## config.mk

```make
export PLATFORM = sky130hd
export DESIGN_NAME = alu_arbiter_flat
export DESIGN_NICKNAME = d
export VERILOG_FILES = /design/src/rtl/alu_arbiter_if.sv /design/src/rtl/alu_arbiter.sv /design/src/flat_wrapper.sv
export SDC_FILE = /design/constraint.sdc
export NUM_CORES = 1
export LEC_CHECK = 0
export BUFFER_PORTS_ARGS = -buffer_cell sky130_fd_sc_hd__buf_4
export CAP_MARGIN = 25
export CORE_AREA = 2 2 134 136
export DETAILED_ROUTE_END_ITERATION = 7
export DIE_AREA = 0 0 136 138
export GPL_ROUTABILITY_DRIVEN = 0
export SYNTH_ARGS = -nofsm -noshare
export SYNTH_HDL_FRONTEND = slang
export SYNTH_SLANG_ARGS = --single-unit
export TNS_END_PERCENT = 5
```

## constraint.sdc

```tcl
create_clock -name clk -period 3.8 [get_ports clk]
set_input_delay 0.19 -clock clk [delete_from_list [all_inputs] [get_ports clk]]
set_output_delay 0.19 -clock clk [all_outputs]
set_load 0.1 [all_outputs]
```

## src/rtl/alu_arbiter_if.sv

```systemverilog
// ----------------------------------------------------------------------------
// alu_arbiter_if: request, ALU and response signals of the two-port ALU arbiter
// Revision: 1.0
// ----------------------------------------------------------------------------
`default_nettype none

interface alu_arbiter_if #(
  parameter int TAG_W = 4
);
  logic             flush;

  logic             req0_valid;
  logic             req0_ready;
  logic [5:0]       req0_alucode;
  logic [31:0]      req0_op1;
  logic [31:0]      req0_op2;
  logic [TAG_W-1:0] req0_tag;

  logic             req1_valid;
  logic             req1_ready;
  logic [5:0]       req1_alucode;
  logic [31:0]      req1_op1;
  logic [31:0]      req1_op2;
  logic [TAG_W-1:0] req1_tag;

  logic [5:0]       alu_alucode;
  logic [31:0]      alu_op1;
  logic [31:0]      alu_op2;
  logic [31:0]      alu_result;
  logic             alu_br_taken;
  logic [1:0]       alu_mem_access_width;
  logic             alu_is_load_unsigned;

  logic             rsp0_valid;
  logic             rsp0_ready;
  logic [31:0]      rsp0_result;
  logic             rsp0_br_taken;
  logic [1:0]       rsp0_mem_width;
  logic             rsp0_load_unsigned;
  logic [TAG_W-1:0] rsp0_tag;

  logic             rsp1_valid;
  logic             rsp1_ready;
  logic [31:0]      rsp1_result;
  logic             rsp1_br_taken;
  logic [1:0]       rsp1_mem_width;
  logic             rsp1_load_unsigned;
  logic [TAG_W-1:0] rsp1_tag;

  // slave: the arbiter itself; master: requesters, consumers and the ALU
  modport slave (
    input  flush,
    input  req0_valid, req0_alucode, req0_op1, req0_op2, req0_tag,
    output req0_ready,
    input  req1_valid, req1_alucode, req1_op1, req1_op2, req1_tag,
    output req1_ready,
    output alu_alucode, alu_op1, alu_op2,
    input  alu_result, alu_br_taken, alu_mem_access_width, alu_is_load_unsigned,
    output rsp0_valid, rsp0_result, rsp0_br_taken, rsp0_mem_width, rsp0_load_unsigned, rsp0_tag,
    input  rsp0_ready,
    output rsp1_valid, rsp1_result, rsp1_br_taken, rsp1_mem_width, rsp1_load_unsigned, rsp1_tag,
    input  rsp1_ready
  );

  modport master (
    output flush,
    output req0_valid, req0_alucode, req0_op1, req0_op2, req0_tag,
    input  req0_ready,
    output req1_valid, req1_alucode, req1_op1, req1_op2, req1_tag,
    input  req1_ready,
    input  alu_alucode, alu_op1, alu_op2,
    output alu_result, alu_br_taken, alu_mem_access_width, alu_is_load_unsigned,
    input  rsp0_valid, rsp0_result, rsp0_br_taken, rsp0_mem_width, rsp0_load_unsigned, rsp0_tag,
    output rsp0_ready,
    input  rsp1_valid, rsp1_result, rsp1_br_taken, rsp1_mem_width, rsp1_load_unsigned, rsp1_tag,
    output rsp1_ready
  );
endinterface

`default_nettype wire

```

## src/rtl/alu_arbiter.sv

```systemverilog
// ----------------------------------------------------------------------------
// alu_arbiter: round-robin sharing of one combinational ALU by two requesters
// Revision: 1.0
// ----------------------------------------------------------------------------
`default_nettype none

module alu_arbiter #(
  parameter int TAG_W = 4
) (
  input  logic          clk,
  input  logic          rst_n,
  alu_arbiter_if.slave  bus
);

  // Encodings shared with define.vh
  localparam logic [5:0] ALU_NOP  = 6'd0;
  localparam logic [1:0] MEM_NONE = 2'd3;

  typedef enum logic {
    EMPTY = 1'b0,
    FULL  = 1'b1
  } slot_e;

  logic [1:0]            w_req_valid;
  logic [1:0][5:0]       w_req_code;
  logic [1:0][31:0]      w_req_op1;
  logic [1:0][31:0]      w_req_op2;
  logic [1:0][TAG_W-1:0] w_req_tag;
  logic [1:0]            w_rsp_ready;

  logic [1:0]            w_full;
  logic [1:0]            w_elig;
  logic [1:0]            w_grant;

  logic [1:0][31:0]      w_rsp_result;
  logic [1:0]            w_rsp_br;
  logic [1:0][1:0]       w_rsp_width;
  logic [1:0]            w_rsp_lu;
  logic [1:0][TAG_W-1:0] w_rsp_tag;

  logic                  prio_q;
  logic                  prio_d;

  assign w_req_valid = {bus.req1_valid, bus.req0_valid};
  assign w_req_code  = {bus.req1_alucode, bus.req0_alucode};
  assign w_req_op1   = {bus.req1_op1, bus.req0_op1};
  assign w_req_op2   = {bus.req1_op2, bus.req0_op2};
  assign w_req_tag   = {bus.req1_tag, bus.req0_tag};
  assign w_rsp_ready = {bus.rsp1_ready, bus.rsp0_ready};

  for (genvar gi = 0; gi < 2; gi++) begin : g_port
    slot_e            slot_q;
    slot_e            slot_d;
    logic [31:0]      result_q;
    logic             br_q;
    logic [1:0]       width_q;
    logic             lu_q;
    logic [TAG_W-1:0] tag_q;

    assign w_full[gi] = (slot_q == FULL);

    // rst_n gating keeps req_ready low while reset is held
    assign w_elig[gi] = rst_n & ~bus.flush & w_req_valid[gi]
                      & (~w_full[gi] | w_rsp_ready[gi]);

    always_comb begin
      slot_d = slot_q;
      case (slot_q)
        EMPTY:   if (w_grant[gi]) slot_d = FULL;
        FULL:    if (!w_grant[gi] && w_rsp_ready[gi]) slot_d = EMPTY;
        default: slot_d = EMPTY;
      endcase
      if (bus.flush) slot_d = EMPTY;
    end

    always_ff @(posedge clk or negedge rst_n) begin
      if (!rst_n) begin
        slot_q <= EMPTY;
      end else begin
        slot_q <= slot_d;
      end
    end

    always_ff @(posedge clk or negedge rst_n) begin
      if (!rst_n) begin
        result_q <= '0;
        br_q     <= 1'b0;
        width_q  <= MEM_NONE;
        lu_q     <= 1'b0;
        tag_q    <= '0;
      end else if (w_grant[gi]) begin
        result_q <= bus.alu_result;
        br_q     <= bus.alu_br_taken;
        width_q  <= bus.alu_mem_access_width;
        lu_q     <= bus.alu_is_load_unsigned;
        tag_q    <= w_req_tag[gi];
      end
    end

    assign w_rsp_result[gi] = result_q;
    assign w_rsp_br[gi]     = br_q;
    assign w_rsp_width[gi]  = width_q;
    assign w_rsp_lu[gi]     = lu_q;
    assign w_rsp_tag[gi]    = tag_q;
  end

  always_comb begin
    w_grant = w_elig;
    if (w_elig == 2'b11) begin
      w_grant = prio_q ? 2'b10 : 2'b01;
    end
  end

  always_comb begin
    prio_d = prio_q;
    if (w_grant[0]) begin
      prio_d = 1'b1;
    end else if (w_grant[1]) begin
      prio_d = 1'b0;
    end
  end

  always_ff @(posedge clk or negedge rst_n) begin
    if (!rst_n) begin
      prio_q <= 1'b0;
    end else begin
      prio_q <= prio_d;
    end
  end

  always_comb begin
    bus.alu_alucode = ALU_NOP;
    bus.alu_op1     = '0;
    bus.alu_op2     = '0;
    if (w_grant[0]) begin
      bus.alu_alucode = w_req_code[0];
      bus.alu_op1     = w_req_op1[0];
      bus.alu_op2     = w_req_op2[0];
    end else if (w_grant[1]) begin
      bus.alu_alucode = w_req_code[1];
      bus.alu_op1     = w_req_op1[1];
      bus.alu_op2     = w_req_op2[1];
    end
  end

  assign bus.req0_ready         = w_grant[0];
  assign bus.req1_ready         = w_grant[1];

  assign bus.rsp0_valid         = w_full[0];
  assign bus.rsp0_result        = w_rsp_result[0];
  assign bus.rsp0_br_taken      = w_rsp_br[0];
  assign bus.rsp0_mem_width     = w_rsp_width[0];
  assign bus.rsp0_load_unsigned = w_rsp_lu[0];
  assign bus.rsp0_tag           = w_rsp_tag[0];

  assign bus.rsp1_valid         = w_full[1];
  assign bus.rsp1_result        = w_rsp_result[1];
  assign bus.rsp1_br_taken      = w_rsp_br[1];
  assign bus.rsp1_mem_width     = w_rsp_width[1];
  assign bus.rsp1_load_unsigned = w_rsp_lu[1];
  assign bus.rsp1_tag           = w_rsp_tag[1];

endmodule

`default_nettype wire
```

## src/flat_wrapper.sv

```systemverilog
// flat-port wrapper written by rule: the top's interface ports become plain ports
module alu_arbiter_flat 
#(
  parameter int TAG_W = 4
)
  (clk, rst_n, bus_flush, bus_req0_valid, bus_req0_alucode, bus_req0_op1, bus_req0_op2, bus_req0_tag, bus_req0_ready, bus_req1_valid, bus_req1_alucode, bus_req1_op1, bus_req1_op2, bus_req1_tag, bus_req1_ready, bus_alu_alucode, bus_alu_op1, bus_alu_op2, bus_alu_result, bus_alu_br_taken, bus_alu_mem_access_width, bus_alu_is_load_unsigned, bus_rsp0_valid, bus_rsp0_result, bus_rsp0_br_taken, bus_rsp0_mem_width, bus_rsp0_load_unsigned, bus_rsp0_tag, bus_rsp0_ready, bus_rsp1_valid, bus_rsp1_result, bus_rsp1_br_taken, bus_rsp1_mem_width, bus_rsp1_load_unsigned, bus_rsp1_tag, bus_rsp1_ready);
  alu_arbiter_if #(.TAG_W(TAG_W)) bus_i ();
  input  logic clk;
  input  logic rst_n;
  input wire logic [$bits(bus_i.flush)-1:0] bus_flush;
  input wire logic [$bits(bus_i.req0_valid)-1:0] bus_req0_valid;
  input wire logic [$bits(bus_i.req0_alucode)-1:0] bus_req0_alucode;
  input wire logic [$bits(bus_i.req0_op1)-1:0] bus_req0_op1;
  input wire logic [$bits(bus_i.req0_op2)-1:0] bus_req0_op2;
  input wire logic [$bits(bus_i.req0_tag)-1:0] bus_req0_tag;
  output wire logic [$bits(bus_i.req0_ready)-1:0] bus_req0_ready;
  input wire logic [$bits(bus_i.req1_valid)-1:0] bus_req1_valid;
  input wire logic [$bits(bus_i.req1_alucode)-1:0] bus_req1_alucode;
  input wire logic [$bits(bus_i.req1_op1)-1:0] bus_req1_op1;
  input wire logic [$bits(bus_i.req1_op2)-1:0] bus_req1_op2;
  input wire logic [$bits(bus_i.req1_tag)-1:0] bus_req1_tag;
  output wire logic [$bits(bus_i.req1_ready)-1:0] bus_req1_ready;
  output wire logic [$bits(bus_i.alu_alucode)-1:0] bus_alu_alucode;
  output wire logic [$bits(bus_i.alu_op1)-1:0] bus_alu_op1;
  output wire logic [$bits(bus_i.alu_op2)-1:0] bus_alu_op2;
  input wire logic [$bits(bus_i.alu_result)-1:0] bus_alu_result;
  input wire logic [$bits(bus_i.alu_br_taken)-1:0] bus_alu_br_taken;
  input wire logic [$bits(bus_i.alu_mem_access_width)-1:0] bus_alu_mem_access_width;
  input wire logic [$bits(bus_i.alu_is_load_unsigned)-1:0] bus_alu_is_load_unsigned;
  output wire logic [$bits(bus_i.rsp0_valid)-1:0] bus_rsp0_valid;
  output wire logic [$bits(bus_i.rsp0_result)-1:0] bus_rsp0_result;
  output wire logic [$bits(bus_i.rsp0_br_taken)-1:0] bus_rsp0_br_taken;
  output wire logic [$bits(bus_i.rsp0_mem_width)-1:0] bus_rsp0_mem_width;
  output wire logic [$bits(bus_i.rsp0_load_unsigned)-1:0] bus_rsp0_load_unsigned;
  output wire logic [$bits(bus_i.rsp0_tag)-1:0] bus_rsp0_tag;
  input wire logic [$bits(bus_i.rsp0_ready)-1:0] bus_rsp0_ready;
  output wire logic [$bits(bus_i.rsp1_valid)-1:0] bus_rsp1_valid;
  output wire logic [$bits(bus_i.rsp1_result)-1:0] bus_rsp1_result;
  output wire logic [$bits(bus_i.rsp1_br_taken)-1:0] bus_rsp1_br_taken;
  output wire logic [$bits(bus_i.rsp1_mem_width)-1:0] bus_rsp1_mem_width;
  output wire logic [$bits(bus_i.rsp1_load_unsigned)-1:0] bus_rsp1_load_unsigned;
  output wire logic [$bits(bus_i.rsp1_tag)-1:0] bus_rsp1_tag;
  input wire logic [$bits(bus_i.rsp1_ready)-1:0] bus_rsp1_ready;
  assign bus_i.flush = bus_flush;
  assign bus_i.req0_valid = bus_req0_valid;
  assign bus_i.req0_alucode = bus_req0_alucode;
  assign bus_i.req0_op1 = bus_req0_op1;
  assign bus_i.req0_op2 = bus_req0_op2;
  assign bus_i.req0_tag = bus_req0_tag;
  assign bus_req0_ready = bus_i.req0_ready;
  assign bus_i.req1_valid = bus_req1_valid;
  assign bus_i.req1_alucode = bus_req1_alucode;
  assign bus_i.req1_op1 = bus_req1_op1;
  assign bus_i.req1_op2 = bus_req1_op2;
  assign bus_i.req1_tag = bus_req1_tag;
  assign bus_req1_ready = bus_i.req1_ready;
  assign bus_alu_alucode = bus_i.alu_alucode;
  assign bus_alu_op1 = bus_i.alu_op1;
  assign bus_alu_op2 = bus_i.alu_op2;
  assign bus_i.alu_result = bus_alu_result;
  assign bus_i.alu_br_taken = bus_alu_br_taken;
  assign bus_i.alu_mem_access_width = bus_alu_mem_access_width;
  assign bus_i.alu_is_load_unsigned = bus_alu_is_load_unsigned;
  assign bus_rsp0_valid = bus_i.rsp0_valid;
  assign bus_rsp0_result = bus_i.rsp0_result;
  assign bus_rsp0_br_taken = bus_i.rsp0_br_taken;
  assign bus_rsp0_mem_width = bus_i.rsp0_mem_width;
  assign bus_rsp0_load_unsigned = bus_i.rsp0_load_unsigned;
  assign bus_rsp0_tag = bus_i.rsp0_tag;
  assign bus_i.rsp0_ready = bus_rsp0_ready;
  assign bus_rsp1_valid = bus_i.rsp1_valid;
  assign bus_rsp1_result = bus_i.rsp1_result;
  assign bus_rsp1_br_taken = bus_i.rsp1_br_taken;
  assign bus_rsp1_mem_width = bus_i.rsp1_mem_width;
  assign bus_rsp1_load_unsigned = bus_i.rsp1_load_unsigned;
  assign bus_rsp1_tag = bus_i.rsp1_tag;
  assign bus_i.rsp1_ready = bus_rsp1_ready;
  alu_arbiter #(.TAG_W(TAG_W)) u_core (.clk(clk), .rst_n(rst_n), .bus(bus_i));
endmodule
```

==> results of run 1 <==
logic make-up after synthesis:
group / count (synthesis) / synth area share
flops: 83 / 0.4874
compound gates: 73 / 0.1072
mux: 80 / 0.2109
simple gates: 154 / 0.1459
buf+inv: 40 / 0.04862
placed cells by master, fill, tap and decap left out, types with 2 or more instances in the layout:
cell type,instances
buf_4,349
nand2_1,142
dfrtp_1,79
mux2_2,78
o22ai_1,70
clkbuf_16,9
dfstp_2,4
diode_2,3
buf_12,3
nand2b_1,2
nor2b_4,2
nand3_1,2
mux2_1,2
clkbuf_1,2
clkinvlp_4,2
how the worst max path moves through the flow:
stage	cells past startpoint	start	to	slack (ps)
after floorplan	6	u_core.bus.rsp1_valid	bus_alu_alucode[0]	350
after global placement	7	bus_rsp0_ready	bus_alu_op1[0]	1280
after detailed placement	7	bus_rsp0_ready	bus_alu_op1[0]	1270
after CTS	6	u_core.bus.rsp0_valid	bus_alu_op1[0]	920
after global routing	6	u_core.bus.rsp0_valid	bus_alu_op1[0]	810
final	6	u_core.bus.rsp0_valid	bus_alu_op1[0]	980
through the flow:
step,setup slack (ps),area [um^2],std cells
3_5_place_dp,1269,7051,971
6_report,978.5,7365,991
4_1_cts,923.7,7357,988
2_1_floorplan,352.2,4272,430
3_3_place_gp,1279,7051,971
5_1_grt,808.9,7365,991
report_power, final:
part | switching, uW | internal, uW
combinational | 2480 | 712
sequential | 126 | 1130
clock | 339 | 526
total | 2940 | 2370
per-layer routing:
metal,GRT usage,up-vias
met5,0,-
met3,0.04950,21
met4,0.06743,0
li1,-,2142
met2,0.2769,193
met1,0.1810,2035
sequential cells by signal (all words and copies together), names as in the netlist:
name,flops
u_core.bus.rsp0_valid,1
u_core.bus.rsp1_mem_width,2
u_core.bus.rsp1_valid,1
u_core.bus.rsp1_br_taken,1
u_core.bus.rsp1_load_unsigned,1
u_core.bus.rsp1_result,32
u_core.bus.rsp0_result,32
u_core.bus.rsp0_br_taken,1
u_core.prio_q,1
u_core.bus.rsp0_tag,4
u_core.bus.rsp1_tag,4
u_core.bus.rsp0_mem_width,2
u_core.bus.rsp0_load_unsigned,1
layout make-up:
class                           count  area, um^2  area share
Timing Repair Buffer              353        2690      0.3653
Tap cell                          229       286.5     0.03891
Clock inverter                      4       50.05    0.006796
Sequential cell                    83        2082      0.2827
Clock buffer                       12       246.5     0.03347
Antenna cell                        3       7.507    0.001019
Multi-Input combinational cell    307        2002      0.2718
worst max-delay path: cells and delay by family (launching register included):
kind	cells	cell delay [ps]
AO/OA/AOI/OAI	1	220
flip-flops	1	340
buffers and inverters	2	800
AND/OR/NAND/NOR	3	900
repair_timing:
action                                 4_1_cts  5_1_grt
hold buffers                                 1        0
endpoints found under the hold margin       37        0
buffers inserted                             0        0
==> key figures, run 1 <==
Global route
  • Grt ovf: 0
  • Largest net degree at the start of global routing: 108
  • Global-route wire length before repair: 23710 um
  • Initial antenna violation count: 3
  • All-Layer GR Usage: 0.1602
  • Vias in the first global route: 4501

STA
  • Setup TNS: 0 ps
  • RSZ-0062 raised after global routing: no
  • Worst clock skew: 8.561 ps
  • Rel. slew slack: 0.3870
  • Fin crit share: 0.7425
  • Final setup viols: 0
  • Fin crit period: 2821 ps
  • Worst hold-check slack: 53.17 ps
  • Worst-margin pin slew: 919.5 ps
  • Fmax: 354.4 MHz
  • Final Hold Vio Count: 0
  • Fin. max-slew vios: 0

Critical path
  • Slowest CP cell: nand3_2
  • WS Path Type: reg2out
  • R2R Path Start: u_core.bus.rsp1_valid
  • R2r endpoint: u_core.bus.rsp0_result[2]
  • Startpoint Class: register
  • Worst reg2reg setup slack: 1900 ps
  • Max FO, Critical Path: 40
  • Worst path max stage delay: 660 ps
  • WP data required: 3610 ps
  • Crit. End Element: primary output
  • Crit path cell chain: nand2b_1, nand3b_1, nand3_2, buf_12, o22ai_1, buf_4
  • Critical path arrival: 2630 ps
  • Reg2Reg Depth: 5

Run status
  • Status: completed

Routing
  • Met2 wire len: 8023 um
  • Metal3 WL: 1455 um
  • DR iter-0 viols: 149
  • Post-route ant nets: 0
  • DRC violations left: 0
  • Highest metal used: met4
  • Routed wire length: 15830 um
  • Met1 WL: 6005 um
  • Drt pass-1 iters: 4
  • Routed vias/inst: 4.431
  • DR vias: 4391
  • Wire per inst: 15.97 um

Clock tree
  • Root Buffer: clkbuf_16
  • CTS tree: yes
  • Num CTS Buffers: 9
  • H-tree depth: 3
  • # resized after CTS: 0
  • Num Clock Sinks: 83
  • Clk pin slew, worst setup/hold paths: 60 ps
  • Clock latency on the worst-skew pair: 330 ps
  • CTS Buffer Depth: 2

Hold path
  • Worst min path class: in2reg
  • Hold Path Origin: bus_flush
  • Hold Path Sink: u_core.bus.rsp1_valid
  • Hold depth: 2

Yosys
  • Synth warn: 0
  • Syn Area/Cell: 9.934 um^2
  • Top-count cell post-synth: nand2_1
  • Top_reg_cell synth: dfrtp_1
  • Biggest area consumer among synthesized cells: dfrtp_1
  • Share of the synthesized area in the top cell type: 0.4628
  • Synthesized cell area: 0.004272 mm^2
  • Synth unique cells: 21
  • Cells after Synth: 430
  • EDFF count, synth: 0
  • Post-synth top cells: nand2_1, dfrtp_1, mux2_2, o22ai_1, clkbuf_1
  • Synth area leaders: dfrtp_1, mux2_2, nand2_1
  • #FFs+latches synth: 83
  • Synth async-reset ratio: 1.000
  • Register area share after synthesis: 0.4874
  • Post-synthesis net count: 621

Floorplan
  • Die Width: 136 um
  • Starting density of the core: 0.2436
  • I/O pins: 345
  • DIE AREA: 0.01877 mm^2
  • Num rows: 49
  • Core area: 0.01753 mm^2
  • Die Height: 138 um

Run
  • Max Cap Viol: 0

Layout
  • Post-layout util: 0.4200
  • Filler cells: 1781
  • Layout cell share with drive strength beyond 1: 0.5982
  • Area growth, synth to finish: 72.41%
  • Final nets: 945

Power
  • Pwr dens: 721.8 mW/mm^2
  • Worst VDD drop: 0.7185 mV
  • PnR Total Power: 5316 uW
  • P_leak: 0.003477 uW

Placement
  • Hpwl dp: 12050 um
  • Buffers on Ports: 344
Note: power is estimated with default switching activity, not from simulation.
==> run 2: changes to the inputs <==
Settings changed: ABC_AREA from default to 1, CORE_AREA 2 2 134 136 to 2 2 132 134, DIE_AREA 0 0 136 138 to 0 0 134 136.
Clock period 3.8 ns to 2.26 ns, I/O delays scaled along.
==> run 2 against run 1 <==
Die area down 2.9%; worst hold slack lost 39 ps; critical path type is now in2out; routed wire length rose by 19%; sequential share of layout area shrank 1.0 points; critical endpoint is now bus_alu_alucode[1]; non-clock buffer count is 17 higher; utilization is 3.3 points higher; count of clock-buffer cells in the layout increased by 1; largest cell class unchanged; combinational power grew 40%; clock power grew 58%.
==> key figures, run 2 <==
Yosys
  • Multiplexer area fraction after synthesis: 0
  • Register area share after synthesis: 0.4686
  • Simple-gate share of the synthesized area: 0.4554
  • Synth warn: 0
  • Top_reg_cell synth: dfrtp_1
  • Synth unique cells: 15
  • Synthesized cell area: 0.004443 mm^2
  • Main combinational cell family by area after synthesis: simple AND/OR/NAND/NOR gates
  • #FFs+latches synth: 83
  • Share of the synthesized area in the top cell type: 0.4449
  • Top-count cell post-synth: nand2_1
  • Compound-cell area share of the yosys netlist: 0.003379
  • EDFF count, synth: 0
  • Post-synthesis net count: 802
  • Syn Area/Cell: 7.272 um^2
  • Biggest area consumer among synthesized cells: dfrtp_1
  • Synth async-reset ratio: 1.000
  • Post-synth top cells: nand2_1, nand3_1, dfrtp_1, buf_2, buf_4
  • Synth area leaders: dfrtp_1, nand3_1, nand2_1
  • Cells after Synth: 611
  • Synth Area in Adders: 0
  • Post-Synth XOR/XNOR Area: 0

Layout
  • Most frequent cells in the layout: buf_4, nand2_1, nand3_1, dfrtp_1, clkbuf_16
  • Most common cell after layout, fill and taps aside: buf_4
  • Diode count: 0
  • Final nets: 1127
  • Area growth, synth to finish: 71.92%
  • Design Area, Final: 0.007639 mm^2
  • Filler cells: 1736
  • Post-layout util: 0.4526
  • Layout cell share with drive strength beyond 1: 0.4176

STA
  • Fin. max-slew vios: 0
  • Fin crit share: 0.9380
  • Final Worst Setup Slack: 140.1 ps
  • Final setup viols: 0
  • Fmax: 471.7 MHz
  • RSZ-0062 raised after global routing: no
  • Fin crit period: 2120 ps
  • Worst clock skew: 7.783 ps
  • Final Hold Vio Count: 0
  • Worst-margin pin slew: 478.9 ps
  • Rel. slew slack: 0.6808
  • Worst hold-check slack: 13.83 ps

Global route
  • Initial antenna violation count: 0
  • All-Layer GR Usage: 0.2002
  • Global-route wire length before repair: 28720 um
  • Vias in the first global route: 5155
  • Grt ovf: 0
  • Largest net degree at the start of global routing: 62

Clock tree
  • CTS Buffer Depth: 2
  • H-tree depth: 3
  • Root Buffer: clkbuf_16
  • Clock latency on the worst-skew pair: 330 ps
  • Postcts setup bufs: 0
  • Num CTS Buffers: 9
  • CTS tree: yes
  • Clk pin slew, worst setup/hold paths: 60 ps
  • Num Clock Sinks: 83

Routing
  • Routed wire length: 18820 um
  • Post-route ant nets: 0
  • DR iter-0 viols: 261
  • Wire per inst: 16.14 um
  • DR vias: 5422
  • Drt pass-1 iters: 4
  • Routed vias/inst: 4.650
  • DRC violations left: 0

Critical path
  • WS Path Type: in2out
  • Startpoint Class: input port
  • R2R Path Start: u_core.prio_q
  • Crit. End Element: primary output
  • Worst reg2reg setup slack: 540 ps
  • Setup crit start: rst_n
  • CP endpoint: bus_alu_alucode[1]
  • WP data required: 2150 ps
  • Reg2Reg Depth: 6
  • Max FO, Critical Path: 61
  • R2r endpoint: u_core.bus.rsp1_result[20]
  • Critical path arrival: 2010 ps

Placement
  • Buffers on Ports: 344
  • Cell Area, Placed: 0.007313 mm^2
  • Dpl ws: 473.8 ps
  • Hpwl dp: 14290 um

Power
  • Worst VDD drop: 0.5513 mV
  • PnR Total Power: 7854 uW
  • Pwr dens: 1028 mW/mm^2
  • P_leak: 0.004330 uW

Floorplan
  • Starting density of the core: 0.2633
  • Num rows: 48
  • Die Width: 134 um
  • I/O pins: 345
  • DIE AREA: 0.01822 mm^2
  • Core area: 0.01688 mm^2
  • Die Height: 136 um

Run
  • Max Cap Viol: 0

Hold path
  • Worst min path class: in2reg
  • Hold depth: 3

Run status
  • Status: completed
## run 2: changes by cell type after synthesis, sizes merged, moves of 7 or more
cell,delta
buf,+37
clkbuf,-21
inv,+7
mux2,-80
nand2,+94
nand3,+220
o22ai,-70
## run 2: cell type report
type | instances | area, um^2 | share of cell area
well taps | 225 | 281.5 | 0.03686
repair buffers | 370 | 2887 | 0.3779
multi-input cells | 465 | 2081 | 0.2724
clock inverters | 3 | 21.27 | 0.002785
inverters | 7 | 26.28 | 0.003440
clock buffers | 13 | 260.3 | 0.03407
flip-flops and latches | 83 | 2082 | 0.2726
## run 2: cell families after synthesis
logic type,count (synthesis)
buffers and inverters,63
DFF,83
and+or+nand+nor,462
AOI/OAI and AO/OA,3
## run 2: metal layers
| layer | routed length, um | global-route usage | vias up | part of all wire |
|---|---|---|---|---|
| li1 | - | - | 2662 | - |
| met5 | 0 | 0 | - | 0 |
| met3 | 1623 | 0.05406 | 33 | 0.086 |
| met4 | 488 | 0.06560 | 0 | 0.026 |
| met1 | 7372 | 0.2481 | 2493 | 0.39 |
| met2 | 9339 | 0.3385 | 234 | 0.50 |
## run 2: repair_timing
action,CTS,global route
hold buffers,4,0
gates resized for setup,0,1
setup endpoints to repair,0,1
hold endpoints to repair,36,0
## run 2: where the power goes
part | internal, uW | switching, uW | total (uW)
combinational | 922 | 3560 | 4480
sequential | 1820 | 186 | 2000
clock | 807 | 565 | 1370
total | 3550 | 4310 | 7850
## run 2: metrics by stage
step / std cells / setup TNS [ps]
finish: 1166 / 0
global route: 1166 / 0
CTS: 1166 / 0
detailed placement: 1146 / 0
global placement: 1145 / 0
floorplan: 611 / -9811
## run 2: worst min-delay path by stage
stage,startpoint,endpoint,slack [ps]
final,bus_req0_tag[2],u_core.bus.rsp0_tag[2],10
after CTS,bus_req0_tag[3],u_core.bus.rsp0_tag[3],0.4
after floorplan,rst_n,u_core.bus.rsp0_br_taken,-180
after global placement,rst_n,u_core.prio_q,-80
after global routing,bus_req1_tag[3],u_core.bus.rsp1_tag[3],2
after detailed placement,rst_n,u_core.prio_q,-80
## run 2: critical path, cell delays in order
cell,delay (ps)
dlygate4sd3_1,580
buf_4,170
nand3_2,100
nor2_4,150
buf_12,260
nand3_1,200
nand2_2,100
buf_4,280
==> run 3: changes to the inputs <==
Settings changed: CORE_AREA 2 2 132 134 to 2 2 134 136, CTS_BUF_LIST from default to sky130_fd_sc_hd__clkbuf_2 sky130_fd_sc_hd__clkbuf_4 sky130_fd_sc_hd__clkbuf_8, DIE_AREA 0 0 134 136 to 0 0 136 138.
==> run 3 against run 2 <==
Final cell count increased by 3.0%; critical path depth unchanged; die area increased by 3.0%; worst hold slack improved by 5.0 ps; count of clock-buffer cells in the layout decreased by 1; register-to-register slack got worse by 30 ps; global-route usage increased by 0.31 points; clock skew decreased by 0.71 ps; fmax increased by 0.26%; design area increased by 2.9%; utilization decreased by 0.41 points.
==> key figures, run 3 (synthesis results as in run 2) <==
Floorplan
  • Core area: 0.01753 mm^2
  • Die Height: 138 um
  • DIE AREA: 0.01877 mm^2
  • Starting density of the core: 0.2534
  • Num rows: 49
  • Die Width: 136 um
  • I/O pins: 345

Critical path
  • Critical path arrival: 2000 ps
  • WS Path Type: in2out
  • Max FO, Critical Path: 68
  • Crit path cell chain: dlygate4sd3_1, buf_4, nand2_1, nor2_4, buf_12, nand3_1, nand2_1, buf_4
  • Startpoint Class: input port
  • WP data required: 2150 ps
  • CP delay by family, top: buffers and inverters
  • R2R Path Start: u_core.bus.rsp0_valid
  • Bufs and invs on worst path: 4
  • Slowest CP cell: dlygate4sd3_1
  • Setup crit start: rst_n
  • Crit. End Element: primary output
  • Worst path max stage delay: 530 ps

Routing
  • Drt pass-1 iters: 5
  • DR vias: 5657
  • Wire per inst: 16.45 um
  • Routed vias/inst: 4.710
  • Post-route ant nets: 0
  • Routed wire length: 19750 um
  • DR iter-0 viols: 234
  • DRC violations left: 0

Clock tree
  • Clk pin slew, worst setup/hold paths: 80 ps
  • H-tree depth: 3
  • Num CTS Buffers: 9
  • Root Buffer: clkbuf_8
  • CTS Buffer Depth: 2
  • Clock latency on the worst-skew pair: 350 ps
  • Num Clock Sinks: 83
  • CTS tree: yes

STA
  • Final Worst Setup Slack: 145.7 ps
  • Fin crit share: 0.9355
  • Worst hold-check slack: 18.86 ps
  • Final Hold Vio Count: 0
  • Final setup viols: 0
  • Worst-margin pin slew: 920.0 ps
  • Fin. max-slew vios: 0
  • RSZ-0062 raised after global routing: no
  • Rel. slew slack: 0.3867
  • Fin crit period: 2114 ps
  • Worst clock skew: 7.072 ps
  • Fmax: 473.0 MHz

Placement
  • Dpl ws: 525.7 ps
  • Buffers on Ports: 344
  • Hpwl dp: 14380 um
  • DP Cell Count: 1143
  • Cell Area, Placed: 0.007221 mm^2

Layout
  • Post-layout util: 0.4485
  • Final nets: 1158
  • Layout cell share with drive strength beyond 1: 0.3992
  • Filler cells: 1789
  • Most frequent cells in the layout: buf_4, nand2_1, nand3_1, dfrtp_1, dlygate4sd3_1
  • Area growth, synth to finish: 76.99%
  • Final Non-Filler Cells: 1201
  • Diode count: 0
  • Most common cell after layout, fill and taps aside: buf_4
  • Design Area, Final: 0.007864 mm^2

Global route
  • Vias in the first global route: 5506
  • Global-route wire length before repair: 30060 um
  • Largest net degree at the start of global routing: 80
  • All-Layer GR Usage: 0.2033
  • Grt ovf: 0
  • Initial antenna violation count: 0

Hold path
  • Hold Path Origin: bus_alu_result[24]
  • Worst min path class: in2reg

Power
  • Pwr dens: 969.7 mW/mm^2
  • P_leak: 0.004408 uW
  • Worst VDD drop: 0.6523 mV

Run
  • Max Cap Viol: 0

Run status
  • Status: completed
[run 3: changes by cell type in the layout (fill, tap and decap cells not counted)]
cell / delta
clkbuf_16: -9
buf_4: -8
bufinv_16: +1
clkinv_4: +1
buf_12: -2
clkbuf_8: +8
dlygate4sd3_1: +38
clkbuf_4: +2
buf_16: -1
inv_6: -1
clkbuf_1: -2
buf_6: +4
[run 3: what timing repair did]
action / CTS / global route
gates resized for setup: 0 / 5
hold endpoints to repair: 73 / 0
buffers inserted: 0 / 0
setup endpoints to repair: 0 / 5
hold buffers: 42 / 0
[run 3: area by class of cell]
type,instances,area (um^2),area share
Timing Repair Buffer,401,3184,0.4049
Sequential cell,83,2082,0.2648
Multi-Input combinational cell,465,2081,0.2646
Tap cell,229,286.5,0.03644
Clock buffer,12,152.6,0.01941
Clock inverter,4,51.30,0.006523
Inverter,7,26.28,0.003341
[run 3: where the power goes]
part	switching, uW	internal, uW	total (uW)
combinational	3570	941	4510
sequential	190	1810	2000
clock	545	567	1110
total	4300	3320	7630
[run 3: worst register-to-register path, stage by stage (launching register included)]
cell	delay, ps
dfrtp_1	390
nand2_1	140
nand2_1	110
nor2_4	140
buf_4	290
nand2_1	140
buf_4	260
nand2_1	130
nand2_1	50
[run 3: metal layers]
metal / wire length (um) / share of wire / global-route usage / vias up
met2: 10050 / 0.51 / 0.3496 / 259
met3: 1594 / 0.081 / 0.05097 / 28
met1: 7588 / 0.38 / 0.2462 / 2650
li1: - / - / - / 2720
met5: 0 / 0 / 0 / -
met4: 517 / 0.026 / 0.06798 / 0
[run 3: path summary, 6_finish.rpt]
path                       depth (start not counted)                            to  slack, ps
max                                                8                bus_alu_op2[5]        150
min in group asynchronous                          2        u_core.bus.rsp1_tag[2]        150
min                                                3    u_core.bus.rsp0_result[24]         20
max in group asynchronous                          3    u_core.bus.rsp1_result[29]        940
min reg2reg                                        2  u_core.bus.rsp1_mem_width[0]        460
max reg2reg                                        8    u_core.bus.rsp0_result[19]        510
[run 3: per-stage QoR]
step	TNS (ps)	power, uW
after global routing	0	7928
after global placement	0	6472
after floorplan	-9811	5336
final	0	7625
after CTS	0	7677
after detailed placement	0	6490
